==> config.mk <==
export PLATFORM = sky130hd
export DESIGN_NAME = multdiv_seq_ctrl
export DESIGN_NICKNAME = d
export VERILOG_FILES = /design/src/rtl/multdiv_seq_ctrl_pkg.sv /design/src/rtl/multdiv_iter_dp.sv /design/src/rtl/or_reduce32.sv /design/src/rtl/multdiv_seq_ctrl.sv
export SDC_FILE = /design/constraint.sdc
export NUM_CORES = 1
export LEC_CHECK = 0
export BUFFER_PORTS_ARGS = -buffer_cell sky130_fd_sc_hd__buf_2
export CORE_ASPECT_RATIO = 0.6
export CORE_MARGIN = 2
export CORE_UTILIZATION = 35
export CTS_BUF_LIST = sky130_fd_sc_hd__clkbuf_4 sky130_fd_sc_hd__clkbuf_8
export DETAILED_ROUTE_END_ITERATION = 10
export MAX_ROUTING_LAYER = met4
export PLACE_DENSITY = 0.57
export SLEW_MARGIN = 20
export SYNTH_ARGS = -nofsm -noshare
export SYNTH_HDL_FRONTEND = slang
export SYNTH_SLANG_ARGS = --single-unit
==> constraint.sdc <==
create_clock -name clock -period 3.65 [get_ports clock]
set_input_delay 0.5475 -clock clock [delete_from_list [all_inputs] [get_ports clock]]
set_output_delay 0.5475 -clock clock [all_outputs]
set_load 0.05 [all_outputs]
==> src/rtl/multdiv_seq_ctrl_pkg.sv <==
// Shared definitions for the iterative signed multiply/divide sequencer.
package multdiv_seq_ctrl_pkg;

    typedef enum logic [2:0] {
        MD_IDLE = 3'd0,
        MD_MULT = 3'd1,
        MD_DIV  = 3'd2,
        MD_FIX  = 3'd3,
        MD_DONE = 3'd4
    } md_state_t;

    localparam int MD_ITERS = 32;
    localparam int MD_CNT_W = 5;
    localparam logic [MD_CNT_W-1:0] MD_LAST_ITER = MD_CNT_W'(MD_ITERS - 1);

    // Magnitude of a signed 32-bit value in 33 bits, so that the most
    // negative operand yields +2^31 without wrapping.
    function automatic logic [32:0] md_abs33(input logic [31:0] value);
        logic [32:0] extended;
        extended = {value[31], value};
        return value[31] ? (33'd0 - extended) : extended;
    endfunction

endpackage

==> src/rtl/multdiv_iter_dp.sv <==
// Iteration datapath: shift registers plus one shared 33-bit add/subtract.
// Multiply: {hi,lo} is the running product, lo starts as the multiplier.
// Divide:   hi is the partial remainder, lo shifts the dividend out and the
//           quotient bits in (restoring division).
module multdiv_iter_dp
    import multdiv_seq_ctrl_pkg::*;
(
    input  logic        clock,
    input  logic        reset_n,
    input  logic        load,
    input  logic        step,
    input  logic        op_sel,
    input  logic [31:0] a_mag,
    input  logic [32:0] b_mag,
    output logic [31:0] prod_hi,
    output logic [31:0] prod_lo
);

    logic [32:0] hi;
    logic [31:0] lo;
    logic [32:0] operand_b;
    logic [32:0] add_in;
    logic [32:0] add_op;
    logic [33:0] sum;

    // Shared adder: add the multiplicand when the multiplier bit is set, or
    // trial-subtract the divisor from the shifted partial remainder.
    always_comb begin
        add_in = hi;
        add_op = 33'd0;
        sum    = 34'd0;
        if (op_sel) begin
            add_in = {hi[31:0], lo[31]};
            add_op = operand_b;
            sum    = {1'b0, add_in} - {1'b0, add_op};
        end else begin
            add_in = hi;
            add_op = lo[0] ? operand_b : 33'd0;
            sum    = {1'b0, add_in} + {1'b0, add_op};
        end
    end

    // One bit per step; load clears the accumulator and captures operands.
    always_ff @(posedge clock or negedge reset_n) begin
        if (!reset_n) begin
            hi        <= 33'd0;
            lo        <= 32'd0;
            operand_b <= 33'd0;
        end else if (load) begin
            hi        <= 33'd0;
            lo        <= a_mag;
            operand_b <= b_mag;
        end else if (step) begin
            if (!op_sel) begin
                hi <= {1'b0, sum[32:1]};
                lo <= {sum[0], lo[31:1]};
            end else if (sum[33]) begin
                hi <= add_in;
                lo <= {lo[30:0], 1'b0};
            end else begin
                hi <= sum[32:0];
                lo <= {lo[30:0], 1'b1};
            end
        end
    end

    assign prod_hi = hi[31:0];
    assign prod_lo = lo;

endmodule

==> src/rtl/or_reduce32.sv <==
// 32-input OR-reduction; used (inverted) as the zero test throughout the unit.
module or_reduce32 (
    input  logic [31:0] data,
    output logic        any_set
);

    assign any_set = |data;

endmodule

==> src/rtl/multdiv_seq_ctrl.sv <==
// Sequencer for the iterative signed multiply/divide unit. Only WIDTH=32 is
// supported: the iteration counter and zero tests are sized for 32 bits.
module multdiv_seq_ctrl
    import multdiv_seq_ctrl_pkg::*;
#(
    parameter int WIDTH = 32
) (
    input  logic             clock,
    input  logic             reset_n,
    input  logic             ctrl_MULT,
    input  logic             ctrl_DIV,
    input  logic [WIDTH-1:0] data_operandA,
    input  logic [WIDTH-1:0] data_operandB,
    output logic [WIDTH-1:0] data_result,
    output logic             data_exception,
    output logic             data_resultRDY,
    output logic             busy
);

    md_state_t           state;
    md_state_t           next_state;
    logic [MD_CNT_W-1:0] counter;
    logic                neg_result;
    logic                op_is_div;
    logic                div_by_zero;
    logic [31:0]         result_q;
    logic                exception_q;

    logic        start;
    logic        start_mult;
    logic        start_div;
    logic        b_nonzero;
    logic        step;
    logic [31:0] a_mag;
    logic [32:0] b_mag;
    logic [31:0] prod_hi;
    logic [31:0] prod_lo;
    logic [63:0] product_mag;
    logic [63:0] signed_product;
    logic [31:0] quotient;
    logic        high_mismatch;
    logic [31:0] fix_result;
    logic        fix_exception;

    // MULT has priority when both start pulses arrive together.
    assign start      = ctrl_MULT | ctrl_DIV;
    assign start_mult = ctrl_MULT;
    assign start_div  = ctrl_DIV & ~ctrl_MULT;

    // Unsigned 32-bit negation gives 2^31 for 0x80000000, so A fits in 32 bits.
    assign a_mag = data_operandA[31] ? (32'd0 - data_operandA) : data_operandA;
    assign b_mag = md_abs33(data_operandB);

    or_reduce32 u_b_zero (
        .data    (data_operandB),
        .any_set (b_nonzero)
    );

    assign step = ((state == MD_MULT) || (state == MD_DIV)) && !start && !div_by_zero;

    multdiv_iter_dp u_dp (
        .clock   (clock),
        .reset_n (reset_n),
        .load    (start),
        .step    (step),
        .op_sel  (op_is_div),
        .a_mag   (a_mag),
        .b_mag   (b_mag),
        .prod_hi (prod_hi),
        .prod_lo (prod_lo)
    );

    // Sign fix-up of the finished magnitude and overflow detection.
    always_comb begin
        product_mag    = {prod_hi, prod_lo};
        signed_product = neg_result ? (64'd0 - product_mag) : product_mag;
        quotient       = neg_result ? (32'd0 - prod_lo) : prod_lo;
        if (op_is_div) begin
            fix_result    = quotient;
            fix_exception = ~neg_result & prod_lo[31];
        end else begin
            fix_result    = signed_product[31:0];
            fix_exception = high_mismatch;
        end
    end

    or_reduce32 u_high_check (
        .data    (signed_product[63:32] ^ {32{signed_product[31]}}),
        .any_set (high_mismatch)
    );

    // State register.
    always_ff @(posedge clock or negedge reset_n) begin
        if (!reset_n) state <= MD_IDLE;
        else          state <= next_state;
    end

    // Next-state logic; a start in any state restarts the sequence.
    always_comb begin
        next_state = state;
        if (start_mult) begin
            next_state = MD_MULT;
        end else if (start_div) begin
            next_state = MD_DIV;
        end else begin
            case (state)
                MD_IDLE: next_state = MD_IDLE;
                MD_MULT: if (counter == MD_LAST_ITER) next_state = MD_FIX;
                MD_DIV:  begin
                    if (div_by_zero)                  next_state = MD_DONE;
                    else if (counter == MD_LAST_ITER) next_state = MD_FIX;
                end
                MD_FIX:  next_state = MD_DONE;
                MD_DONE: next_state = MD_IDLE;
                default: next_state = MD_IDLE;
            endcase
        end
    end

    // Per-operation control: captured on start, counter advances with each step.
    always_ff @(posedge clock or negedge reset_n) begin
        if (!reset_n) begin
            counter     <= '0;
            neg_result  <= 1'b0;
            op_is_div   <= 1'b0;
            div_by_zero <= 1'b0;
        end else if (start) begin
            counter     <= '0;
            neg_result  <= data_operandA[31] ^ data_operandB[31];
            op_is_div   <= start_div;
            div_by_zero <= start_div & ~b_nonzero;
        end else if (step) begin
            counter     <= counter + MD_CNT_W'(1);
        end
    end

    // Result registers update only when an operation completes; an aborting
    // start leaves the previous result in place.
    always_ff @(posedge clock or negedge reset_n) begin
        if (!reset_n) begin
            result_q    <= 32'd0;
            exception_q <= 1'b0;
        end else if (!start && state == MD_FIX) begin
            result_q    <= fix_result;
            exception_q <= fix_exception;
        end else if (!start && state == MD_DIV && div_by_zero) begin
            result_q    <= 32'd0;
            exception_q <= 1'b1;
        end
    end

    assign data_result    = result_q;
    assign data_exception = exception_q;
    assign data_resultRDY = (state == MD_DONE);
    assign busy           = (state == MD_MULT) || (state == MD_DIV) || (state == MD_FIX);

endmodule

# After elaboration in Yosys (flattened, before gate mapping)
# Cells that the tools add are included.
# W data, S select, Z words.
dict set report totals {
  input_bits 68
  register_bits 142
}
dict set report classes {
  eq_ne 5
  n_addsub 7
  bitwise 9
  n_reduce_logical 13
  muxes 27
}
# op count
set ops {}
lappend ops {{$mux W32} 8}
lappend ops {{$mux W33} 6}
lappend ops {{$mux W64} 1}
lappend ops {{$reduce_or A32 Y1} 2}
lappend ops {{$sub A1 B32 Y32 const A} 2}
lappend ops {{$sub A1 B64 Y64 const A} 1}
lappend ops {{$add A33 B33 Y34} 1}
lappend ops {{$mux W34} 1}
lappend ops {{$sub A33 B33 Y34} 1}
lappend ops {{$sub A1 B32 Y33 const A} 1}
lappend ops {{$xor A32 B32 Y32} 1}
lappend ops {{$mux W3} 4}
lappend ops {{$mux W5} 2}
lappend ops {{$pmux W3 S3} 1}
lappend ops {{$eq A3 B2 Y1 const B} 2}
lappend ops {{$add A5 B1 Y5 const B} 1}
lappend ops {{$eq A5 B5 Y1 const B} 1}
lappend ops {{$logic_and A1 B1 Y1} 5}
lappend ops {{$mux W1} 4}
lappend ops {{$reduce_bool A2 Y1} 2}
lappend ops {{$and A1 B1 Y1} 3}
lappend ops {{$eq A3 B1 Y1 const B} 1}
lappend ops {{$eq A3 B3 Y1 const B} 1}
lappend ops {{$not A1 Y1} 3}
lappend ops {{other kinds (4)} 6}

# Depth between registers and ports, before layout
# Gate-level depths: netlist of the first run.
dict set report depth {
  ltp_word 7
  mapped_depth 16
}

# Hierarchy
# From an unflattened synthesis of the first run, not the netlist that was laid out.
dict set report hier_totals {
  hier_cells 1681
  area_unflattened_um2 13426.6
}
# module n_inst area_each_um2 cells_each
set by_module_without_submodules {}
lappend by_module_without_submodules {multdiv_iter_dp 1 8468.1 1045}
lappend by_module_without_submodules {multdiv_seq_ctrl 1 4808.4 614}
lappend by_module_without_submodules {or_reduce32 2 75.1 11}

# Least setup slack after synthesis of the first run
# No wires, ideal clock.
dict set report synth_timing {
  kind {reg-to-reg}
  startpoint {register u_dp.lo[0] (netlist: u_dp.prod_lo[0])}
  endpoint {register exception_q (netlist: data_exception)}
  synth_period_minus_slack_ns 3.607
  path_buffers 1
  path_stages_with_launch 14
  required_ns 3.517
  setup_time_ns 0.133
  setup_slack_ns 0.043
  arrival_time_ns 3.474
  cell_sequence {dfrtp_1 > clkinv_1 > clkbuf_1 > ha_1 > or3b_2 > nor4_2 > nand4_2 > or4_1 > a211oi_1 > a31o_1 > o211ai_1 > o31a_2 > a2111oi_1 > a21oi_1}
}
dict set report synth_between {
  elab_chain_len 6
}
# item line_no
set synth_lines {}
lappend synth_lines {{start: declaration} multdiv_iter_dp.sv:20} ;# logic [31:0] lo;
lappend synth_lines {{start signal: assignment} multdiv_iter_dp.sv:51} ;# lo <= a_mag;
lappend synth_lines {{start signal: assignment} multdiv_iter_dp.sv:56} ;# lo <= {sum[0], lo[31:1]};
lappend synth_lines {{start signal: assignment} multdiv_iter_dp.sv:59} ;# lo <= {lo[30:0], 1'b0};
lappend synth_lines {{$sub A1 B64 Y64} multdiv_seq_ctrl.sv:76} ;# signed_product = neg_result ? (64'd0 - product_mag) : product_mag;
lappend synth_lines {{$mux W64} multdiv_seq_ctrl.sv:76}
lappend synth_lines {{$xor A32 B32 Y32} multdiv_seq_ctrl.sv:88} ;# .data (signed_product[63:32] ^ {32{signed_product[31]}}),
lappend synth_lines {{$reduce_or A32 Y1} or_reduce32.sv:7} ;# assign any_set = |data;
lappend synth_lines {{$mux W1} multdiv_seq_ctrl.sv:78} ;# if (op_is_div) begin
lappend synth_lines {{$mux W1} multdiv_seq_ctrl.sv:143} ;# end else if (!start && state == MD_FIX) begin
lappend synth_lines {{end signal: assignment} multdiv_seq_ctrl.sv:145} ;# exception_q <= fix_exception;
lappend synth_lines {{end: declaration} multdiv_seq_ctrl.sv:27} ;# logic exception_q;
# No other way between the ends.
# A chain may end at the register's enable or synchronous reset.

# Final worst setup path of the first run
dict set report layout_timing {
  startpoint {register u_dp.hi[19]}
  endpoint {register u_dp.hi[3]}
}
dict set report layout_between {
  elab_chain_len 6
}
# item line_no
set layout_lines {}
lappend layout_lines {{start: declaration} multdiv_iter_dp.sv:19} ;# logic [32:0] hi;
lappend layout_lines {{start signal: assignment} multdiv_iter_dp.sv:55} ;# hi <= {1'b0, sum[32:1]};
lappend layout_lines {{start signal: assignment} multdiv_iter_dp.sv:58} ;# hi <= add_in;
lappend layout_lines {{start signal: assignment} multdiv_iter_dp.sv:61} ;# hi <= sum[32:0];
lappend layout_lines {{$add A33 B33 Y34 / $sub A33 B33 Y34 (equally long branches)} {multdiv_iter_dp.sv:39, multdiv_iter_dp.sv:35}}
lappend layout_lines {{$mux W34 (*)} multdiv_iter_dp.sv:32} ;# if (op_sel) begin
lappend layout_lines {{$mux W33 (*)} multdiv_iter_dp.sv:57} ;# end else if (sum[33]) begin
lappend layout_lines {{$mux W33 (*)} multdiv_iter_dp.sv:54} ;# if (!op_sel) begin
lappend layout_lines {{$mux W33 (*)} multdiv_iter_dp.sv:53} ;# end else if (step) begin
lappend layout_lines {{$mux W33 (*)} multdiv_iter_dp.sv:49} ;# end else if (load) begin
# Every way passes the cells marked *; elsewhere a longest branch is shown, timed or not. The select of a mux whose other input is x is not followed.

==> results.py, run 1 <==
metrics = {
    "status": {
        "status": "complete, no violations",
    },
    "sta": {
        "final.setup_skew_ps": 17.7,
        "worst_slew_pin_slew_ps": 740,
        "setup_viol_count_final": 0,
        "final-hold-violation-count": 0,
        "drv_slew": 0,
        "maxSlewHeadroom": 0.507,
        "period_needed_ps": 3520,
        "fin_crit_sh": 0.963,
        "tns_ps": 0,
        "fmax_ghz": 0.284,
    },
    "die": {
        "die_y_microns": 155,
        "design.die.area_sq_um": 39700,
        "die_x_microns": 256,
        "initial_core_util": 0.354,
        "core-area_sq_um": 37600,
        "io_pins": 103,
        "fp-row-count": 55,
    },
    "drt": {
        "antenna_left": 0,
        "post_drt_wl_per_cell_microns": 19.9,
        "first_pass_iters": 8,
        "vias_per_cell": 5.70,
        "drc": 0,
        "routed_wl_mm": 46.4,
        "num_vias": 13300,
        "drtIter0Drc": 1612,
    },
    "setup_path": {
        "start_kind": "flip-flop",
        "r2r_slack_ps": 130,
        "startpoint": "u_dp.hi[19]$_DFFE_PN0P_",
        "cpPeakStageDelay_ps": 470,
        "crit_path_end_kind": "flip-flop",
        "reg2reg_from": "u_dp.hi[19]$_DFFE_PN0P_",
        "path_class": "flip-flop to flip-flop",
        "crit_required_ps": 4050,
        "critPathMaxFanout": 23,
        "cpMostUsedCell": "a21oi_1",
        "ff2ff_path_depth": 12,
        "r2r-end": "u_dp.hi[3]$_DFFE_PN0P_",
        "worst_path_max_delay_cell": "dfrtp_1",
        "worstSetupPathDepth": 12,
        "critPathArrivalTime_ps": 3910,
        "path_cells": "ha_1 > a21oi_1 > nand2_1 > o21ai_0 > a21oi_1 > o2bb2ai_1 > o31a_2 > buf_12 > buf_4 > mux2i_2 > nor2_1 > o221a_2",
        "cp_num_buf_inv": 2,
        "cp_top_family": "compound AO/OA/AOI/OAI gates",
    },
    "synth": {
        "yosysTopAreaCell": "dfrtp_1",
        "ys_ff_latch": 142,
        "synthDistinctLibCells": 90,
        "avgSynthCellArea_sq_um": 7.96,
        "synth_area_leaders": "dfrtp_1 27%, xor2_1 7.8%, o21ai_0 7.1%",
        "netlist_area_sq_um": 13300,
        "synth_warnings": 0,
        "netlist.area_leader.share": 0.267,
        "ys_seq_area_frac": 0.267,
        "synthArstFlopShare": 1.00,
        "synth-edff-count": 0,
        "synth_ff_type": "dfrtp_1",
        "synth_fp_nets": 1813,
        "synth_cells": 1672,
    },
    "final_layout": {
        "final_cells": 2331,
        "nNetsFinal": 1946,
        "n_antenna_cell": 0,
        "multi_input_area_sq_um": 9130,
        "final_cell_area_sq_um": 15400,
        "seqCellArea_sq_um": 3560,
        "drive_above_1_share": 0.181,
        "fill_cells": 3888,
        "syn_to_final_growth_pct": 15.7,
    },
    "place": {
        "postPlaceCellArea_sq_um": 14900,
        "dp_cells": 2299,
        "portBuffers": 102,
        "dp_hpwl_mm": 35.9,
        "gp_congestion": 0.953,
    },
    "power_and_ir_drop": {
        "pwr-share-comb": 0.458,
        "pwr-share-clk": 0.218,
        "power_density_nw_per_um2": 408,
        "p_leak_nw": 7.01,
        "irDropWorstVdd_mv": 0.297,
        "p_int_w": 0.00343,
        "pwr-share-seq": 0.324,
        "netSwitchingPower_w": 0.00286,
        "swShare": 0.455,
    },
    "global_routing": {
        "grt_max_degree": 75,
        "antenna_found_initial": 0,
        "grt_pass1_vias": 12100,
        "grt_overflow_total": 0,
        "grt_pass1_wl_mm": 72.0,
        "grt_usage": 0.239,
    },
    "clock_tree": {
        "cts_buffers": 17,
        "clkLatencyLatePin_ps": 510,
        "path_clk_slew_ps": 100,
        "clk_path_buf_depth": 2,
        "htreeDepth": 4,
        "cts_tree": "built",
        "root_buffer": "clkbuf_8",
        "clock_sinks": 142,
    },
    "run": {
        "drv_cap": 0,
    },
    "worst_hold_path": {
        "hp-class": "input port to asynchronous set/reset pin",
    },
}
## flip-flops by register name (all words and copies together), names as in the netlist
signal / count
u_dp.prod_lo: 32
data_exception: 1
div_by_zero: 1
data_result: 32
state: 3
u_dp.hi: 33
u_dp.operand_b: 33
counter: 5
op_is_div: 1
neg_result: 1
## synth_stat cells (18+ instances only)
cell type,count
nand2_1,205
o21ai_0,190
dfrtp_1,142
xor2_1,119
nor2_1,118
a21oi_1,90
clkbuf_1,71
ha_1,71
inv_1,69
xnor2_1,51
mux2i_1,50
o31ai_1,47
o211ai_1,40
a21o_1,33
nand3_1,29
nor3_1,26
or3_1,22
or4_1,18
## repair_timing
item                       in CTS  in global routing
setup endpoints to repair       3                 30
buffers inserted                0                  0
resized for setup               3                 28
pin swaps                       0                  4
hold buffers                    0                  0
## cells in the final DEF (no fill, tap or decap), drive strengths merged, types with 30 or more instances in the layout
| cell | n |
|---|---|
| xnor2 | 51 |
| dfrtp | 142 |
| xor2 | 119 |
| o211ai | 40 |
| ha | 71 |
| o31ai | 47 |
| nand2 | 205 |
| a21oi | 90 |
| a21o | 33 |
| inv | 76 |
| o21ai | 191 |
| nand3 | 30 |
| nor2 | 118 |
| buf | 216 |
| mux2i | 50 |
## metal layers
layer  part of all wire  GRT usage  vias up
met1               0.53      0.383     6424
met4             0.0094     0.0407        0
li1                   -          -     6342
met5                  0          -        -
met3              0.081     0.0453       33
met2               0.38      0.301      477
## final cells by class
class | instances | area share
Clock buffer | 18 | 0.0161
Clock inverter | 14 | 0.00999
Inverter | 70 | 0.0171
Multi-Input combinational cell | 1358 | 0.593
Sequential cell | 142 | 0.231
Tap cell | 513 | 0.0417
Timing Repair Buffer | 216 | 0.0912
## metrics by stage
| stage | setup WS (ps) | util | hold slack, ps | total power [W] |
|---|---|---|---|---|
| 5_1_grt | -25.7 | 0.410 | 92.5 | 0.00667 |
| 6_report | 134 | 0.410 | 53.0 | 0.00629 |
| 3_5_place_dp | -45.5 | 0.396 | 466 | 0.00487 |
| 2_1_floorplan | 43.3 | - | 252 | 0.00395 |
| 3_3_place_gp | 4.33 | 0.396 | 460 | 0.00485 |
| 4_1_cts | 25.9 | 0.407 | 74.4 | 0.00626 |
## power by group through the flow
stage                     Sequential (W)  Clock [W]  Combinational, W
after floorplan                  0.00242          0           0.00152
after global placement           0.00206          0           0.00279
after detailed placement         0.00207          0           0.00281
after CTS                        0.00204    0.00140           0.00282
after global routing             0.00207    0.00147           0.00313
final                            0.00204    0.00137           0.00288
## logic make-up (layout without fill, tap and decap cells)
kind of cell	after synthesis	after routing	synth area share
AO/OA/AOI/OAI	530	530	0.256
AND/OR/NAND/NOR	521	521	0.190
buffers and inverters	172	318	0.0559
XOR/XNOR	170	170	0.112
flip-flops	142	142	0.267
adder cells (fa/ha/maj)	73	73	0.0697
multiplexers	64	64	0.0494
## worst max path at each step
stage / endpoint / slack [ps]
3_5_place_dp: data_exception$_DFFE_PN0P_ / -50
5_1_grt: u_dp.hi[32]$_DFFE_PN0P_ / -30
3_3_place_gp: u_dp.hi[32]$_DFFE_PN0P_ / 4
6_report: u_dp.hi[3]$_DFFE_PN0P_ / 130
4_1_cts: u_dp.hi[30]$_DFFE_PN0P_ / 30
2_1_floorplan: data_exception$_DFFE_PN0P_ / 40
Power figures use the tool's default switching activity.
==> run 2, diff against run 1 <==
--- a/config.mk
+++ b/config.mk
@@ -12,7 +12,7 @@
 export CTS_BUF_LIST = sky130_fd_sc_hd__clkbuf_4 sky130_fd_sc_hd__clkbuf_8
 export DETAILED_ROUTE_END_ITERATION = 10
 export MAX_ROUTING_LAYER = met4
-export PLACE_DENSITY = 0.57
+export PLACE_DENSITY_LB_ADDON = 0.3
 export SLEW_MARGIN = 20
 export SYNTH_ARGS = -nofsm -noshare
 export SYNTH_HDL_FRONTEND = slang
==> results.py, run 2 (synthesized netlist as in run 1, its figures left out) <==
metrics = {
    "global_routing": {
        "grt_max_degree": 89,
        "grt_pass1_vias": 11900,
        "antenna_found_initial": 1,
        "grt_overflow_total": 0,
        "grt_usage": 0.235,
        "grt_pass1_wl_mm": 70.5,
    },
    "setup_path": {
        "path_class": "flip-flop to flip-flop",
        "critPathMaxFanout": 13,
        "crit_required_ps": 4050,
        "crit_path_end_kind": "flip-flop",
        "critPathArrivalTime_ps": 3880,
        "start_kind": "flip-flop",
    },
    "sta": {
        "finalHoldWorstSlack_ps": 92.4,
        "final-hold-violation-count": 0,
        "drv_slew": 0,
        "period_needed_ps": 3490,
        "maxSlewHeadroom": 0.400,
        "fin_crit_sh": 0.955,
        "worst_slew_pin_slew_ps": 901,
        "setup_viol_count_final": 0,
        "final.setup_skew_ps": 11.6,
        "rsz0062_at_grt": "false",
        "fmax_ghz": 0.287,
    },
    "drt": {
        "num_vias": 13300,
        "antenna_left": 0,
        "drtIter0Drc": 1595,
        "first_pass_iters": 6,
        "vias_per_cell": 5.65,
        "drc": 0,
        "routed_wl_mm": 45.8,
        "post_drt_wl_per_cell_microns": 19.4,
    },
    "clock_tree": {
        "cts_buffers": 17,
        "ctsHoldBuffers": 0,
        "cts_tree": "built",
        "root_buffer": "clkbuf_8",
        "path_clk_slew_ps": 80,
        "htreeDepth": 4,
        "clock_sinks": 142,
        "clkLatencyLatePin_ps": 510,
        "clk_path_buf_depth": 2,
    },
    "final_layout": {
        "drive_above_1_share": 0.192,
        "n_antenna_cell": 0,
        "nNetsFinal": 1972,
        "layout_commonest_cell": "nand2_1",
        "mostFrequentLayoutCells": "205 x nand2_1, 187 x o21ai_0, 139 x dfrtp_1",
        "reg.largest.list": "u_dp.hi: 33 flops, u_dp.operand_b: 33 flops",
        "final_cells": 2355,
        "syn_to_final_growth_pct": 17.0,
    },
    "die": {
        "initial_core_util": 0.354,
        "io_pins": 103,
        "die_y_microns": 155,
        "design.die.area_sq_um": 39700,
        "fp-row-count": 55,
        "die_x_microns": 256,
        "core-area_sq_um": 37600,
    },
    "power_and_ir_drop": {
        "netSwitchingPower_w": 0.00281,
        "p_int_w": 0.00350,
        "irDropWorstVdd_mv": 0.320,
        "pwr-share-comb": 0.464,
        "swShare": 0.446,
        "p_leak_nw": 7.11,
        "pwr-share-clk": 0.216,
        "pwr-share-seq": 0.320,
        "power_density_nw_per_um2": 405,
    },
    "worst_hold_path": {
        "hp-class": "input port to asynchronous set/reset pin",
    },
    "place": {
        "dp_hpwl_mm": 35.8,
        "gp_congestion": 0.979,
        "portBuffers": 102,
        "dp_cells": 2322,
    },
    "run": {
        "drv_cap": 0,
    },
    "status": {
        "status": "complete, no violations",
    },
}
-- run 2: changes by cell type in the layout (fill, tap and decap cells not counted), moves of 3 or more --
cell / previous run / this run
buf_4: 111 / 137
inv_6: 6 / 0
nor4_1: 15 / 12
nor4_2: 2 / 6
o21ai_0: 184 / 187
o21ai_1: 6 / 3
-- run 2: critical path: stages (launching register included) --
cell,delay (ps)
dfrtp_1,400
inv_2,130
buf_6,190
nor2_1,70
ha_1,290
o21a_1,140
a21oi_1,80
o21ai_0,300
a31oi_2,210
buf_4,180
buf_4,140
o31ai_1,530
a31oi_1,190
xor2_1,210
a21oi_1,90
a22o_1,210
-- run 2: worst paths after layout --
check,from,endpoint,slack (ps),depth (start not counted)
worst max-delay path,u_dp.prod_lo[0]$_DFFE_PN0P_,u_dp.hi[24]$_DFFE_PN0P_,160,15
worst min-delay path,reset_n,data_result[6]$_DFFE_PN0P_,90,1
worst max register to register,u_dp.prod_lo[0]$_DFFE_PN0P_,u_dp.hi[24]$_DFFE_PN0P_,160,15
worst min register to register,data_result[22]$_DFFE_PN0P_,data_result[22]$_DFFE_PN0P_,480,2
max in group asynchronous,reset_n,u_dp.prod_lo[13]$_DFFE_PN0P_,2690,2
min in group clock,ctrl_MULT,state[1]$_DFF_PN0_,320,2
-- run 2: routing by layer --
| layer | GRT usage | up-vias | routed length (microns) |
|---|---|---|---|
| met5 | - | - | 0 |
| met1 | 0.380 | 6351 | 24300 |
| met2 | 0.287 | 517 | 17100 |
| li1 | - | 6389 | - |
| met4 | 0.0462 | 0 | 576 |
| met3 | 0.0469 | 38 | 3840 |
-- run 2: power by group through the flow --
stage	clock network (W)	logic (W)	registers, W
after floorplan	0	0.00152	0.00242
after global placement	0	0.00284	0.00204
after detailed placement	0	0.00285	0.00205
after CTS	0.00140	0.00287	0.00202
after global routing	0.00146	0.00316	0.00205
final	0.00136	0.00293	0.00202
-- run 2: final cells by class --
cell class | instances | area (sq um)
Inverter | 70 | 263
Timing Repair Buffer | 242 | 1600
Clock inverter | 11 | 145
Fill cell | 3854 | 22000
Tap cell | 513 | 642
Sequential cell | 142 | 3560
Clock buffer | 19 | 249
Multi-Input combinational cell | 1358 | 9120
-- run 2: timing repair --
action                                  CTS  global route
buffers inserted                          0             3
endpoints found under the setup margin    1            30
gates resized for setup                   2            24
pin swaps                                 0             3
-- run 2: per-stage QoR --
stage                     area, sq um  setup TNS [ps]  total power [W]  setup slack, ps   util
after floorplan                 13300               0          0.00395             43.3      -
after global placement          15100           -54.2          0.00488            -54.2  0.401
after detailed placement        15100           -90.6          0.00490            -90.6  0.401
after CTS                       15500               0          0.00628             15.3  0.411
after global routing            15600               0          0.00667             3.32  0.414
final                           15600               0          0.00631              163  0.414
